--- src/rtl/digit_scan_sequencer_pkg.sv ---
// rtl/digit_scan_sequencer_pkg.sv - shared constants, digit index type and divider helpers
package digit_scan_sequencer_pkg;

  localparam int DIGIT_COUNT = 4;
  localparam int BCD_W       = 4;
  localparam int DIGITS_W    = DIGIT_COUNT * BCD_W;

  typedef logic [1:0] digit_idx_t;

  // Clock cycles spent on each digit slot.
  function automatic int calc_div(int clk_hz, int scan_hz);
    return clk_hz / scan_hz;
  endfunction

  // Pick one BCD nibble out of the packed four-digit word.
  function automatic logic [BCD_W-1:0] nibble_at(logic [DIGITS_W-1:0] word, digit_idx_t idx);
    return word[{idx, 2'b00} +: BCD_W];
  endfunction

endpackage

--- src/rtl/digit_scan_sequencer_if.sv ---
// rtl/digit_scan_sequencer_if.sv - value/enable input and scan outputs of the digit scan sequencer
interface digit_scan_sequencer_if;
  import digit_scan_sequencer_pkg::*;

  logic                enable;
  logic [DIGITS_W-1:0] digits_in;
  digit_idx_t          digit_select;
  logic [BCD_W-1:0]    digit_value;
  logic                blank;
  logic                frame_tick;

  // Counter side: supplies the value and run control, observes the scan.
  modport master (
    output enable, digits_in,
    input  digit_select, digit_value, blank, frame_tick
  );

  // Sequencer side.
  modport slave (
    input  enable, digits_in,
    output digit_select, digit_value, blank, frame_tick
  );

endinterface

--- src/rtl/digit_scan_sequencer_scan_prescaler.sv ---
// rtl/digit_scan_sequencer_scan_prescaler.sv - modulo-DIV counter with enable and terminal-count strobe
module digit_scan_sequencer_scan_prescaler #(
  parameter int DIV   = 10,
  parameter int CNT_W = $clog2(DIV)
) (
  input  logic             clk,
  input  logic             rst_n,
  input  logic             enable,
  output logic [CNT_W-1:0] count,
  output logic             tc
);

  localparam logic [CNT_W-1:0] LAST = CNT_W'(DIV - 1);

  assign tc = (count == LAST);

  // Advance while enabled, wrapping to zero after DIV-1; hold otherwise.
  always_ff @(posedge clk or negedge rst_n) begin
    if (!rst_n) begin
      count <= '0;
    end else if (enable) begin
      count <= tc ? '0 : count + CNT_W'(1);
    end
  end

endmodule

--- src/rtl/digit_scan_sequencer.sv ---
// rtl/digit_scan_sequencer.sv - 4-digit display scan driver; LEADING_ZERO_BLANK_EN adds leading-zero suppression
module digit_scan_sequencer
  import digit_scan_sequencer_pkg::*;
#(
  parameter int CLK_HZ       = 100_000_000,
  parameter int SCAN_HZ      = 10_000,
  parameter int GUARD_CYCLES = 500
) (
  input  logic                   clk,
  input  logic                   rst_n,
  digit_scan_sequencer_if.slave  bus
);

  localparam int DIV   = calc_div(CLK_HZ, SCAN_HZ);
  localparam int CNT_W = $clog2(DIV);

  logic [CNT_W-1:0]    count;
  logic [CNT_W-1:0]    count_next;
  logic                tc;
  digit_idx_t          sel_q;
  digit_idx_t          sel_next;
  logic [DIGITS_W-1:0] snap_q;
  logic [DIGITS_W-1:0] snap_next;
  logic                loaded_q;
  logic                wrap;
  logic                guard;
  logic                lz_blank;
  logic [BCD_W-1:0]    value_q;
  logic                blank_q;
  logic                tick_q;

  digit_scan_sequencer_scan_prescaler #(
    .DIV   (DIV),
    .CNT_W (CNT_W)
  ) u_prescaler (
    .clk    (clk),
    .rst_n  (rst_n),
    .enable (bus.enable),
    .count  (count),
    .tc     (tc)
  );

  // Next-state view so every registered output lines up with the new slot.
  always_comb begin
    count_next = tc ? '0 : count + CNT_W'(1);
    sel_next   = tc ? sel_q + 2'd1 : sel_q;
    wrap       = tc && (sel_q == 2'd3);
    snap_next  = (wrap || !loaded_q) ? bus.digits_in : snap_q;
    guard      = int'(count_next) < GUARD_CYCLES;
`ifdef LEADING_ZERO_BLANK_EN
    case (sel_next)
      2'd1:    lz_blank = (snap_next[15:4]  == '0);
      2'd2:    lz_blank = (snap_next[15:8]  == '0);
      2'd3:    lz_blank = (snap_next[15:12] == '0);
      default: lz_blank = 1'b0;
    endcase
`else
    lz_blank = 1'b0;
`endif
  end

  // Digit rotation, per-frame snapshot and registered display outputs.
  always_ff @(posedge clk or negedge rst_n) begin
    if (!rst_n) begin
      sel_q    <= '0;
      snap_q   <= '0;
      loaded_q <= 1'b0;
      value_q  <= '0;
      blank_q  <= 1'b1;
      tick_q   <= 1'b0;
    end else if (bus.enable) begin
      sel_q    <= sel_next;
      snap_q   <= snap_next;
      loaded_q <= 1'b1;
      value_q  <= nibble_at(snap_next, sel_next);
      blank_q  <= guard || lz_blank;
      tick_q   <= wrap;
    end else begin
      blank_q  <= 1'b1;
      tick_q   <= 1'b0;
    end
  end

  assign bus.digit_select = sel_q;
  assign bus.digit_value  = value_q;
  assign bus.blank        = blank_q;
  assign bus.frame_tick   = tick_q;

endmodule

--- src/flat_wrapper.sv ---
// flat-port wrapper written by rule: the top's interface ports become plain ports
module digit_scan_sequencer_flat import digit_scan_sequencer_pkg::*;
#(
  parameter int CLK_HZ       = 100_000_000,
  parameter int SCAN_HZ      = 10_000,
  parameter int GUARD_CYCLES = 500
)
  (clk, rst_n, bus_enable, bus_digits_in, bus_digit_select, bus_digit_value, bus_blank, bus_frame_tick);
  digit_scan_sequencer_if bus_i ();
  input  logic clk;
  input  logic rst_n;
  input wire logic [$bits(bus_i.enable)-1:0] bus_enable;
  input wire logic [$bits(bus_i.digits_in)-1:0] bus_digits_in;
  output wire logic [$bits(bus_i.digit_select)-1:0] bus_digit_select;
  output wire logic [$bits(bus_i.digit_value)-1:0] bus_digit_value;
  output wire logic [$bits(bus_i.blank)-1:0] bus_blank;
  output wire logic [$bits(bus_i.frame_tick)-1:0] bus_frame_tick;
  assign bus_i.enable = bus_enable;
  assign bus_i.digits_in = bus_digits_in;
  assign bus_digit_select = bus_i.digit_select;
  assign bus_digit_value = bus_i.digit_value;
  assign bus_blank = bus_i.blank;
  assign bus_frame_tick = bus_i.frame_tick;
  digit_scan_sequencer #(.CLK_HZ(CLK_HZ), .SCAN_HZ(SCAN_HZ), .GUARD_CYCLES(GUARD_CYCLES)) u_core (.clk(clk), .rst_n(rst_n), .bus(bus_i));
endmodule
--- config.mk ---
export PLATFORM = sky130hd
export DESIGN_NAME = digit_scan_sequencer_flat
export DESIGN_NICKNAME = d
export VERILOG_FILES = /design/src/rtl/digit_scan_sequencer_pkg.sv /design/src/rtl/digit_scan_sequencer_if.sv /design/src/rtl/digit_scan_sequencer_scan_prescaler.sv /design/src/rtl/digit_scan_sequencer.sv /design/src/flat_wrapper.sv
export SDC_FILE = /design/constraint.sdc
export NUM_CORES = 1
export LEC_CHECK = 0
export CORE_MARGIN = 2
export CORE_UTILIZATION = 52
export CTS_CLUSTER_SIZE = 30
export DETAILED_ROUTE_END_ITERATION = 16
export PLACE_DENSITY = 0.74
export SYNTH_ARGS = -nofsm -noshare
export SYNTH_HDL_FRONTEND = slang
export SYNTH_SLANG_ARGS = --single-unit
--- constraint.sdc ---
create_clock -name clk -period 5.5 [get_ports clk]
set_input_delay 1.1 -clock clk [delete_from_list [all_inputs] [get_ports clk]]
set_output_delay 1.1 -clock clk [all_outputs]
set_load 0.005 [all_outputs]
==> results by group <==
Run status
  – Status: completed

Cells and area
  – Syn-to-layout area delta: 16.4%
  – Inserted Diodes: 0
  – Share of cells above drive strength 1: 0.167
  – Util after Layout: 0.642
  – Final #Nets: 253

Critical path
  – Critical path data arrival time: 3.18 ns
  – CP endpoint kind: flop
  – Crit-path max FO: 15
  – Critical path class: reg2reg
  – CP startpoint kind: flop
  – Critical Path RT: 5.71 ns

Route
  – Vias: 1703
  – Final WL: 4540 µm
  – DRC errors left: 0
  – Vias per Instance: 6.02
  – First-pass detailed-route iteration total: 4
  – DRT iter0 DRCs: 73
  – Routed WL per cell: 16.0 µm
  – Post-DRT Antenna Nets: 0

Floorplanning
  – Die ar.: 0.00487 mm²
  – Die Span Y: 69.8 µm
  – Core ar.: 0.00409 mm²
  – Ports: 27
  – Row count: 23
  – Initial Util: 0.551
  – Die width: 69.8 µm

Logic synthesis
  – Synthesized flop and latch total: 39
  – Synth Warn #: 0
  – Area fraction in compound gates after synthesis: 0.138
  – Top-count cell post-synth: dfrtp_1
  – Synth Area in XOR/XNOR: 0.0511
  – Adder-Cell Fraction of Synth Area: 0.0111
  – Largest family of logic cells by synthesized area: simple AND/OR/NAND/NOR gates
  – Sequential area share after synthesis: 0.434
  – Synth top area cells: dfrtp_1, mux2_2, mux2i_1
  – Post-synthesis cell count: 213
  – Post-synth top flop: dfrtp_1
  – Synth Net Count: 234
  – Post-synth top area cell: dfrtp_1
  – Avg Inst Size Synth: 10.6 µm²
  – Post-synth EDFFs: 0
  – Post-synth top area share: 0.422
  – Distinct cells, synth: 54
  – Mux cell area share after synthesis: 0.154
  – Post-Syn Area: 0.00225 mm²
  – Synth cell count leaders: dfrtp_1, mux2_2, nand2_1
  – Async SR Flop Fraction: 1.00
  – Post-synthesis simple-gate area fraction: 0.182

Clock network
  – Setup bufs post-CTS: 0
  – Root Buffer: clkbuf_8
  – Worst skew pair latency: 0.30 ns
  – Clock slew at reported path FFs: 0.09 ns
  – Num Clock Sinks: 39
  – CTS resizes: 0
  – Max clock buf depth: 2
  – Cts-stage hold buffer count: 0
  – H-Tree Level Count: 2
  – TritonCTS clock tree: yes
  – Num CTS Buffers: 5

Power and ir drop
  – Switching Fraction: 0.293
  – Int Pwr: 0.545 mW
  – Pleak: 1.09 nW
  – PwrDens: 294 mW/mm²
  – Max VDD drop: 0.173 mV
  – Total Power: 0.770 mW
  – Sequential Power Share: 0.480
  – Sw power: 0.225 mW
  – Comb power frac: 0.195
  – Clk pwr share: 0.325

Min path
  – Hold Crit Class: reg2reg

Placement
  – Dpl ws: 2.18 ns
  – HPWL after detailed placement: 3190 µm
  – GP Congestion: 0.805
  – I/O Buffers: 26

GRT
  – Pin count of the biggest net entering global routing: 40
  – Gr ovfl total: 0
  – Vias in the first global route: 1667
  – First-pass GRT wire length: 8220 µm
  – GRT Overall Usage: 0.210
  – Initial antenna violation count: 0

Timing
  – Period utilisation layout: 0.540
  – Skew final: 0.00857 ns
  – Setup_tns: 0 ns
  – Post-layout min period: 2.97 ns
  – Endpoints failing setup: 0
  – RSZ-0062 raised after global routing: false
  – Slew Viols, Final: 0
  – Relative slew slack: 0.383
  – Final hold violations: 0
  – Slew @ Worst Pin: 0.919 ns
  – Max Fclk: 336 MHz
  – Setup ws final: 2.53 ns

Run
  – Max Cap Viol: 0
[sequential cells by signal, indices dropped and copies added (netlist names)]
signal	cells
u_core.bus.blank	1
u_core.bus.frame_tick	1
u_core.snap_q	16
u_core.loaded_q	1
u_core.u_prescaler.count	14
u_core.bus.digit_value	4
u_core.bus.digit_select	2
[worst max-delay path: stages, from the launching register on]
cell and delay [ns]:
dfrtp_1 0.50, or3_4 0.47, nor4_4 0.82, mux2i_1 0.52
nand4b_1 0.28, a2bb2oi_1 0.21, o221ai_1 0.09
[layout by cell type (no fill, tap or decap), types with 2 or more instances in the layout]
cell and instances:
nor3_1 5, nand3b_1 2, a2bb2oi_1 3, o21ai_0 9, o221ai_1 4, nand3_1 7
o31ai_1 2, mux2_2 21, a31oi_1 2, mux2i_1 11, xnor2_1 9, nand2b_1 3
nand4_1 3, and3_1 5, dfrtp_1 38, and3b_1 2, nand2_1 19, clkbuf_8 5
o2bb2ai_1 4, a21oi_1 4, nand4b_1 2, nor2_1 12, clkdlybuf4s50_1 25, a21o_1 3
ha_1 2
[cell type report]
type                       count  area (µm²)
timing repair buffer          26         255
sequential                    39         977
inverter                       1        3.75
multi-input combinational    159        1210
fill                         335        1460
tap                           50        62.6
clock buffer                   5        68.8
clock inverter                 3        47.5
[path summary, 6_finish.rpt]
kind / from / to / slack [ns] / depth (start not counted)
worst max-delay path: u_core.u_prescaler.count[6] / u_core.bus.digit_value[2] / 2.53 / 6
worst min-delay path: u_core.snap_q[5] / u_core.snap_q[5] / 0.51 / 1
worst max register to register: u_core.u_prescaler.count[6] / u_core.bus.digit_value[2] / 2.53 / 6
worst min register to register: u_core.snap_q[5] / u_core.snap_q[5] / 0.51 / 1
max in group asynchronous: rst_n / u_core.u_prescaler.count[6] / 4.02 / 1
min in group asynchronous: rst_n / u_core.snap_q[15] / 0.92 / 1
[metal layers]
metal,track usage,part of all wire,vias to the layer above
met4,0.0513,0.010,0
met2,0.308,0.44,31
met5,0,0,-
met3,0.0480,0.042,4
met1,0.314,0.51,844
li1,-,-,824
[through the flow]
stage	hold WS (ns)	instances	instance area [µm²]
6_report	0.509	283	2620
3_3_place_gp	0.484	275	2510
2_1_floorplan	0.475	213	2250
5_1_grt	0.519	283	2620
3_5_place_dp	0.489	275	2510
4_1_cts	0.514	283	2620
[kinds of logic after synthesis]
| group | Yosys count |
|---|---|
| AOI/OAI and AO/OA | 42 |
| xor gates and xnor gates | 11 |
| adders and majority gates | 2 |
| buffers and inverters | 15 |
| DFF | 39 |
| muxes | 32 |
| and+or+nand+nor | 72 |
[power groups by stage]
stage	combinational (mW)	clock [mW]	sequential, mW
6_report	0.150	0.250	0.370
5_1_grt	0.172	0.264	0.378
4_1_cts	0.152	0.254	0.369
3_5_place_dp	0.151	0	0.375
3_3_place_gp	0.148	0	0.374
2_1_floorplan	0.109	0	0.360
(Power assumes the default switching activity.)
